--- src/rtl/dist_feed.sv ---
// rtl/dist_feed.sv - query FIFO plus double-buffered search bank feeding dist_sort operands
// Optional issue counter on q_count is enabled by defining DIST_FEED_CNT_EN.
module dist_feed #(
    parameter int DW     = 64,
    parameter int QDEPTH = 4
) (
    input  logic          clk,
    input  logic          rst,
    input  logic          sv_wr_en,
    input  logic [2:0]    sv_wr_idx,
    input  logic [DW-1:0] sv_wr_data,
    input  logic          sv_commit,
    input  logic          q_valid,
    input  logic [DW-1:0] q_data,
    output logic          q_ready,
    output logic [DW-1:0] query,
    output logic [DW-1:0] search_0,
    output logic [DW-1:0] search_1,
    output logic [DW-1:0] search_2,
    output logic [DW-1:0] search_3,
    output logic [DW-1:0] search_4,
    output logic [DW-1:0] search_5,
    output logic [DW-1:0] search_6,
    output logic [DW-1:0] search_7,
    output logic          in_valid,
    output logic          commit_err,
    output logic [15:0]   q_count
);
    localparam int AW = $clog2(QDEPTH);

    typedef enum logic {IDLE, RUN} state_t;
    state_t state, state_nxt;

    logic [DW-1:0] shadow   [8];
    logic [DW-1:0] active   [8];
    logic [DW-1:0] srch     [8];
    logic [DW-1:0] fifo_mem [QDEPTH];
    logic [7:0]    mask, mask_wr;
    logic [AW-1:0] wr_ptr, rd_ptr;
    logic [AW:0]   fifo_count;
    logic          bank_ok, commit_ok, push, pop;

    // A write in the commit cycle counts toward completing the bank.
    always_comb begin
        mask_wr   = mask | (sv_wr_en ? (8'h01 << sv_wr_idx) : 8'h00);
        commit_ok = sv_commit && (mask_wr == 8'hFF);
        q_ready   = fifo_count < (AW+1)'(QDEPTH);
        push      = q_valid && q_ready;
        pop       = bank_ok && (fifo_count != '0);
    end

    always_ff @(posedge clk or negedge rst) begin
        if (!rst) state <= IDLE;
        else      state <= state_nxt;
    end

    always_comb begin
        state_nxt = state;
        bank_ok   = 1'b0;
        case (state)
            IDLE: if (commit_ok) state_nxt = RUN;
            RUN:  bank_ok = 1'b1;
            default: state_nxt = IDLE;
        endcase
    end

    always_ff @(posedge clk or negedge rst) begin
        if (!rst) begin
            mask       <= 8'h00;
            commit_err <= 1'b0;
            for (int k = 0; k < 8; k++) begin
                shadow[k] <= '0;
                active[k] <= '0;
            end
        end else begin
            if (sv_wr_en) shadow[sv_wr_idx] <= sv_wr_data;
            if (commit_ok) begin
                mask <= 8'h00;
                for (int k = 0; k < 8; k++)
                    active[k] <= (sv_wr_en && sv_wr_idx == 3'(k)) ? sv_wr_data : shadow[k];
            end else begin
                mask <= mask_wr;
                if (sv_commit) commit_err <= 1'b1;
            end
        end
    end

    always_ff @(posedge clk) begin
        if (push) fifo_mem[wr_ptr] <= q_data;
    end

    always_ff @(posedge clk or negedge rst) begin
        if (!rst) begin
            wr_ptr     <= '0;
            rd_ptr     <= '0;
            fifo_count <= '0;
        end else begin
            if (push) wr_ptr <= wr_ptr + 1'b1;
            if (pop)  rd_ptr <= rd_ptr + 1'b1;
            case ({push, pop})
                2'b10:   fifo_count <= fifo_count + 1'b1;
                2'b01:   fifo_count <= fifo_count - 1'b1;
                default: fifo_count <= fifo_count;
            endcase
        end
    end

    // Operands sample the active bank before any same-edge commit lands.
    always_ff @(posedge clk or negedge rst) begin
        if (!rst) begin
            in_valid <= 1'b0;
            query    <= '0;
            for (int k = 0; k < 8; k++) srch[k] <= '0;
        end else begin
            in_valid <= pop;
            if (pop) begin
                query <= fifo_mem[rd_ptr];
                for (int k = 0; k < 8; k++) srch[k] <= active[k];
            end
        end
    end

    assign search_0 = srch[0];
    assign search_1 = srch[1];
    assign search_2 = srch[2];
    assign search_3 = srch[3];
    assign search_4 = srch[4];
    assign search_5 = srch[5];
    assign search_6 = srch[6];
    assign search_7 = srch[7];

`ifdef DIST_FEED_CNT_EN
    logic [15:0] cnt;
    always_ff @(posedge clk or negedge rst) begin
        if (!rst)                            cnt <= 16'h0000;
        else if (in_valid && cnt != 16'hFFFF) cnt <= cnt + 16'h0001;
    end
    assign q_count = cnt;
`else
    assign q_count = 16'h0000;
`endif

endmodule

--- config.mk ---
export PLATFORM = sky130hd
export DESIGN_NAME = dist_feed
export DESIGN_NICKNAME = d
export VERILOG_FILES = /design/src/rtl/dist_feed.sv
export SDC_FILE = /design/constraint.sdc
export NUM_CORES = 2
export LEC_CHECK = 0
export CORE_MARGIN = 1.5
export CORE_UTILIZATION = 40
export DETAILED_ROUTE_END_ITERATION = 10
export REMOVE_ABC_BUFFERS = 1
export SLEW_MARGIN = 30
export SYNTH_ARGS = -nofsm -noshare
export SYNTH_HDL_FRONTEND = slang
export SYNTH_SLANG_ARGS = --single-unit
--- constraint.sdc ---
create_clock -name clk -period 5.05 [get_ports clk]
set_clock_uncertainty 0.15 [all_clocks]
set_input_delay 1.01 -clock clk [delete_from_list [all_inputs] [get_ports clk]]
set_output_delay 1.01 -clock clk [all_outputs]
set_load 0.01 [all_outputs]
Yosys cells after proc, flatten, opt, wreduce, memory -nomap -nowiden. Memory sizes are Yosys's and may differ from the RTL's. A register that Yosys moved wholly into a read port is not among the register bits. Cells that the tools add are included.

Add/sub/neg operators: 4. Magnitude comparators: 3. Eq/ne operators: 10. Shift operators: 1. Multiplexer cells: 19. Bitwise logic cells: 3. Reduce and logical (&&, ||, !) cells: 17.

Operator list (count): 2-to-1 mux 64 bit (9); bitwise mux 512 bit (1); demux 64 bit (select 3 bit) (1); 2-to-1 mux 8 bit (2); equality test 3 bit (second input constant) (4); logical AND 1 bit (12); equality test 8 bit (second input constant) (1); OR 8 bit (1); left shift 1 x 3 -> 8 bit (first input constant) (1); equality test 3 x 2 -> 1 bit (second input constant) (2); one-hot mux 3 bit (2 select lines) (1); 2-to-1 mux 1 bit (5); adder 2 x 1 -> 2 bit (second input constant) (2); greater-or-equal comparator 4 bit (second input constant) (1); < comparator 4 x 1 -> 1 bit (second input constant) (1); NOT 3 -> 4 bit (1); adder 3 x 1 -> 3 bit (second input constant) (1); equality test 3 x 1 -> 1 bit (second input constant) (1); logical NOT 3 bit (1); < comparator 3 bit (second input constant) (1); nonzero test 3 bit (1); subtractor 3 x 1 -> 3 bit (second input constant) (1); equality test 2 x 1 -> 1 bit (second input constant) (1); equality test 2 bit (second input constant) (1); other kinds (4) (4).

Register bits: 1554. Bits in writable memories: 256. Output and inout bits: 595. Memories kept: 1.

Memories: fifo_mem (words 4, bits a word 64, read ports 1, clocked after memory_dff 1, wr ports 1, line 37) `logic [DW-1:0] fifo_mem [QDEPTH];`.

Longest topological paths before layout.
Depth in word-level cells: 7. Gate-level depth with buffers: 11.

Worst setup path before layout. OpenSTA, ideal clock, no wires.

Kind: input port to flip-flop. Start: input q_valid. End: memory fifo_mem[0][0] (enable). Setup time: 0.429 ns. Arrival: 2.886 ns. Slack: 1.585 ns. Stages on the path: 3. Buffers on the path: 1. Path through: nor2b_1 -> clkbuf_1 -> and2_1.

Word-level cells in the longest chain between the ends: 3.

RTL lines: from (decl) (line 13) `input logic q_valid,`; logical AND 1 bit (line 48) `push = q_valid && q_ready;`; 2-to-1 mux 1 bit (line 89) `if (push) fifo_mem[wr_ptr] <= q_data;`; 2-to-1 mux 1 bit (not written as such) (line 89); to (decl) (line 37).

Every way passes these cells.

Worst setup path after layout.
Start: input sv_wr_idx[2]. End: register active[93] in the netlist's numbering.

Word-level cells in the longest chain between the ends: 5. Elaborated cells between the ends (all ways): 8. Classes of those cells: eq/ne: 2; shift: 1; mux: 2; bitwise: 1; reduce/logical: 2.

RTL lines: from (decl) (line 10) `input logic [2:0] sv_wr_idx,`; left shift 1 x 3 -> 8 bit (line 45) `mask_wr = mask | (sv_wr_en ? (8'h01 << sv_wr_idx) : 8'h00);`; 2-to-1 mux 8 bit (line 45); OR 8 bit (line 45); equality test 8 bit (line 46) `commit_ok = sv_commit && (mask_wr == 8'hFF);`; logical AND 1 bit (line 46); to (signal, indexed assignment) (line 80) `active[k] <= (sv_wr_en && sv_wr_idx == 3'(k)) ? sv_wr_data : shadow[k];`; to (decl) (line 35) `logic [DW-1:0] active [8];`.

Several ways; a longest one is shown, not always the timed one. A chain may end at the register's enable or synchronous reset.

==> results.txt <==
The first global-routing pass estimated approximately 270 mm of wire. The die footprint came out at 183,000 um^2. Cells with a size suffix above 1 make up 25.2% of the layout. The number of levels in the clock H-tree came out at 4. Static timing analysis puts the maximum clock frequency at approximately 270 MHz. The reported max-cap violation count is 0.

By count the netlist is led by 1,733 x sky130_fd_sc_hd__nand2_1, 1,618 x sky130_fd_sc_hd__dfrtp_1, 544 x sky130_fd_sc_hd__mux2_2. The number of placed instances, taps included, is ~7.9k. The relative max-transition margin came out at 27.8%. The kind of start point of the critical path is an input pin. The number of sinks handled by clock tree synthesis is 1,874.

The start point of the worst min-delay path is active[341]. The post-cts gate resize count came out at 0. The number of I/O port buffers is 714. The element type at the critical path end is a flop. The initial antenna violation count came out at 13.

The clock buffer count from CTS came out at about 200. The leakage power came out at 40.1 nW. The floorplan step set the die height to ~430 um. The post-route setup TNS came out at 0 ps. The average footprint of a synthesized cell came out at 14.3 um^2. The share of flip-flops with an asynchronous set or reset came out at a little under nine tenths. The worst-case reg-to-reg path depth is 7. The total DRC errors in the routed layout came out at 0. TritonCTS built the clock tree.

The portion of the post-synthesis area used by sequential elements came out at ~67%. The number of global-route vias before repair is 42.5k. The area of placed instances came out at approximately 81,000 um^2. After synthesis, the cell types taking the most area are sky130_fd_sc_hd__dfrtp_1 56%, sky130_fd_sc_hd__edfxtp_1 11%, sky130_fd_sc_hd__mux2_4 10%. The final core utilization came out at slightly below 50%. The max-slew violation total from the final report is 0. The count of placed standard cells in the final layout, fillers left out is approximately 8.3k. The sum of internal, switching and leakage power is 54.9 mW. In the global route stage, overall resource usage came out at around a fifth.

The flow ran to the end, and the final reports show no timing, DRC or antenna violations. The effective utilization at floorplan came out at between 40% and 50%. CTS placed an instance of sky130_fd_sc_hd__clkbuf_16 at the clock tree root. The top-area cell type share of the netlist area came out at 56.2%. The detailed-router iteration count before antenna repair came out at 5. At the end of routability-driven placement, the weighted congestion stood at between 0.7 and 0.8.

The switching share of power came out at 32.0%. The path class of the lowest-slack min-delay path is reg -> reg. The most common cell in the synthesized netlist is sky130_fd_sc_hd__nand2_1. The routed via count is between 40k and 50k. The core region is ~180,000 um^2. The routed length per placed instance is ~22 um. The startpoint identified for the worst register-to-register timing path is mask[7]. The worst setup path is of the in -> reg kind. The total routed wirelength came out at between 150 and 200 mm. The power density over cell area is about 620 nW/um^2. The number of instances in the synthesized netlist is 5,042. The area growth from synthesis to layout is 22.2%. The total I/O pin count came out at approximately 730. The maximum vdd drop is between 0.0007 and 0.0008 V. The first routing iteration left about 2.6k violations. The worst setup slack after layout is ~1400 ps. The antenna violation net count after detailed routing is 0. The clock transition time at the flip-flop clock pins of the worst setup and hold paths is 60 ps.

The time the worst path needs with I/O delays and setup is between 3000 and 4000 ps. For this run, the leading register cell type out of synthesis is sky130_fd_sc_hd__dfrtp_1. The die boundary width is approximately 430 um. Dividing the final minimum period by the clock period gives 72.9%. In this run, distinct cell masters in the synthesized netlist total 39.

The share of total power dissipated in the clock network is a little over a quarter. The Yosys warning count came out at 0. The placed wire-length estimate is 110 mm.

The maximum number of pins on one net before global-route repair came out at roughly 180. The maximum buffer depth of the clock tree came out at 3. Cell internal power was estimated by the tool at about 37 mW. The setup slack of the most critical reg-to-reg path came out at around 2000 ps.

The biggest area contributor in the post-synthesis netlist is sky130_fd_sc_hd__dfrtp_1. The number of placement rows came out at about 160. The actual slew at the worst max-slew pin is around 1100 ps.

The final instance area came out at approximately 90,000 um^2. Tracing the worst setup path back leads to its startpoint at sv_wr_idx[2]. The number of synthesized flops with an enable pin is ~260. The required time reported for the critical path endpoint came out at 5580 ps. Along the worst hold path, the cell count comes to 2. The number of filler instances in the final layout came out at roughly 15k.

The final-stage net count came out at 5,915. The sum of overflow across all layers after global routing is 0. The part of the power in combinational logic came out at 30.9%. The number of register bits inferred by synthesis came out at ~1.9k. The clock latency reported for the late side of the worst-skew pair came out at 820 ps. Using the TritonRoute via totals, the vias-per-cell ratio works out to 4.85. In this run the critical register-to-register path is captured at active[93]. For this design the total switching power over the nets is 17.6 mW. Setup violations remaining at the end of the flow were counted as 0. Across all hold checks on the routed design, the worst slack comes to ~300 ps.

Of all nets on the critical path, the largest fanout is 42. The combined area of all synthesized cells is between 70,000 and 80,000 um^2. The number of hold violations in the final report is 0. The critical path ends at active[93].

The sequential cell fraction of total power is 42.5%. Setup repair after global routing left no endpoint under its margin. At the worst endpoint, the arrival time is around 4200 ps.

The setup slack at placement is 623 ps.
## worst max-delay path, stage by stage
cell and delay [ps]:
sky130_fd_sc_hd__clkdlybuf4s50_1 800, sky130_fd_sc_hd__and2b_1 300, sky130_fd_sc_hd__a32o_1 190, sky130_fd_sc_hd__nand2_1 100, sky130_fd_sc_hd__nor4b_4 620, sky130_fd_sc_hd__buf_12 350, sky130_fd_sc_hd__buf_12 370, sky130_fd_sc_hd__mux2_4 330
## area by class of cell
type	count	area [um^2]	area share (%)
Sequential cell	1874	48200	54.8
Antenna cell	2	5.00	0.00569
Clock inverter	67	797	0.906
Tap cell	2355	2950	3.35
Inverter	12	52.6	0.0597
Timing Repair Buffer	796	8340	9.48
Multi-Input combinational cell	2894	21800	24.8
Clock buffer	294	5820	6.62
## layer usage
| layer | global-route usage (%) | vias to the layer above | wire [um] |
|---|---|---|---|
| li1 | - | 18199 | - |
| met1 | 24.8 | 20995 | 75500 |
| met2 | 33.2 | 756 | 89700 |
| met3 | 4.43 | 292 | 8620 |
| met4 | 7.66 | 22 | 6530 |
| met5 | 0 | - | 132 |
## state kept, by name, summed over array words and instances (netlist names), 2 cells and up
register,cells
active,512
fifo_count,3
fifo_mem,256
mask,8
query,64
rd_ptr,2
search_0,64
search_1,64
search_2,64
search_3,64
search_4,64
search_5,64
search_6,64
search_7,64
shadow,512
wr_ptr,2
## logic make-up after synthesis
logic type	Yosys count	share of synthesized area [%]
DFF	1874	66.9
buffers and inverters	289	2.94
other	1	0.00521
AOI/OAI and AO/OA	13	0.134
and+or+nand+nor	1762	9.27
adders and majority gates	6	0.115
muxes	1091	20.6
xor gates and xnor gates	6	0.0730
## cells in the final DEF (no fill, tap or decap), types with 3 or more instances in the layout
cell	synthesis	layout
sky130_fd_sc_hd__nand2_1	1733	1733
sky130_fd_sc_hd__buf_4	19	35
sky130_fd_sc_hd__clkinv_16	0	3
sky130_fd_sc_hd__clkinvlp_4	0	4
sky130_fd_sc_hd__ha_1	5	5
sky130_fd_sc_hd__dfrtp_1	1618	1616
sky130_fd_sc_hd__clkbuf_1	147	44
sky130_fd_sc_hd__xnor2_1	5	5
sky130_fd_sc_hd__mux2_4	481	481
sky130_fd_sc_hd__clkbuf_16	0	197
sky130_fd_sc_hd__conb_1	1	16
sky130_fd_sc_hd__clkinv_8	0	4
sky130_fd_sc_hd__mux4_2	64	64
sky130_fd_sc_hd__clkinv_2	0	28
sky130_fd_sc_hd__and2_2	0	4
sky130_fd_sc_hd__a21oi_1	4	4
sky130_fd_sc_hd__nor2_1	9	9
sky130_fd_sc_hd__buf_12	53	44
sky130_fd_sc_hd__inv_6	0	7
sky130_fd_sc_hd__mux2_2	544	544
sky130_fd_sc_hd__inv_1	12	11
sky130_fd_sc_hd__clkinv_1	0	5
sky130_fd_sc_hd__clkbuf_8	0	53
sky130_fd_sc_hd__edfxtp_1	256	256
sky130_fd_sc_hd__bufinv_16	0	11
sky130_fd_sc_hd__clkdlybuf4s50_1	0	713
## worst min path at each step
stage | end | slack, ps
after global routing | search_1[61] | 320
after global placement | search_7[11] | 300
after CTS | search_1[61] | 300
final | search_2[21] | 300
after floorplan | search_0[63] | 280
after detailed placement | search_5[63] | 300
## power groups by stage
stage                     combinational (mW)  clock (mW)  sequential, mW
after floorplan                         9.55           0            24.2
after global placement                  16.8           0            23.6
after detailed placement                17.2           0            23.7
after CTS                               17.2        15.0            23.5
after global routing                    18.6        15.6            23.8
final                                   17.0        14.6            23.3
## timing repair
action / 4_1_cts / 5_1_grt
buffers inserted: 0 / 0
setup endpoints to repair: 0 / 0
hold buffers: 1 / 0
hold endpoints to repair: 4 / 0
No activity file was read; power rests on OpenSTA's default activity.
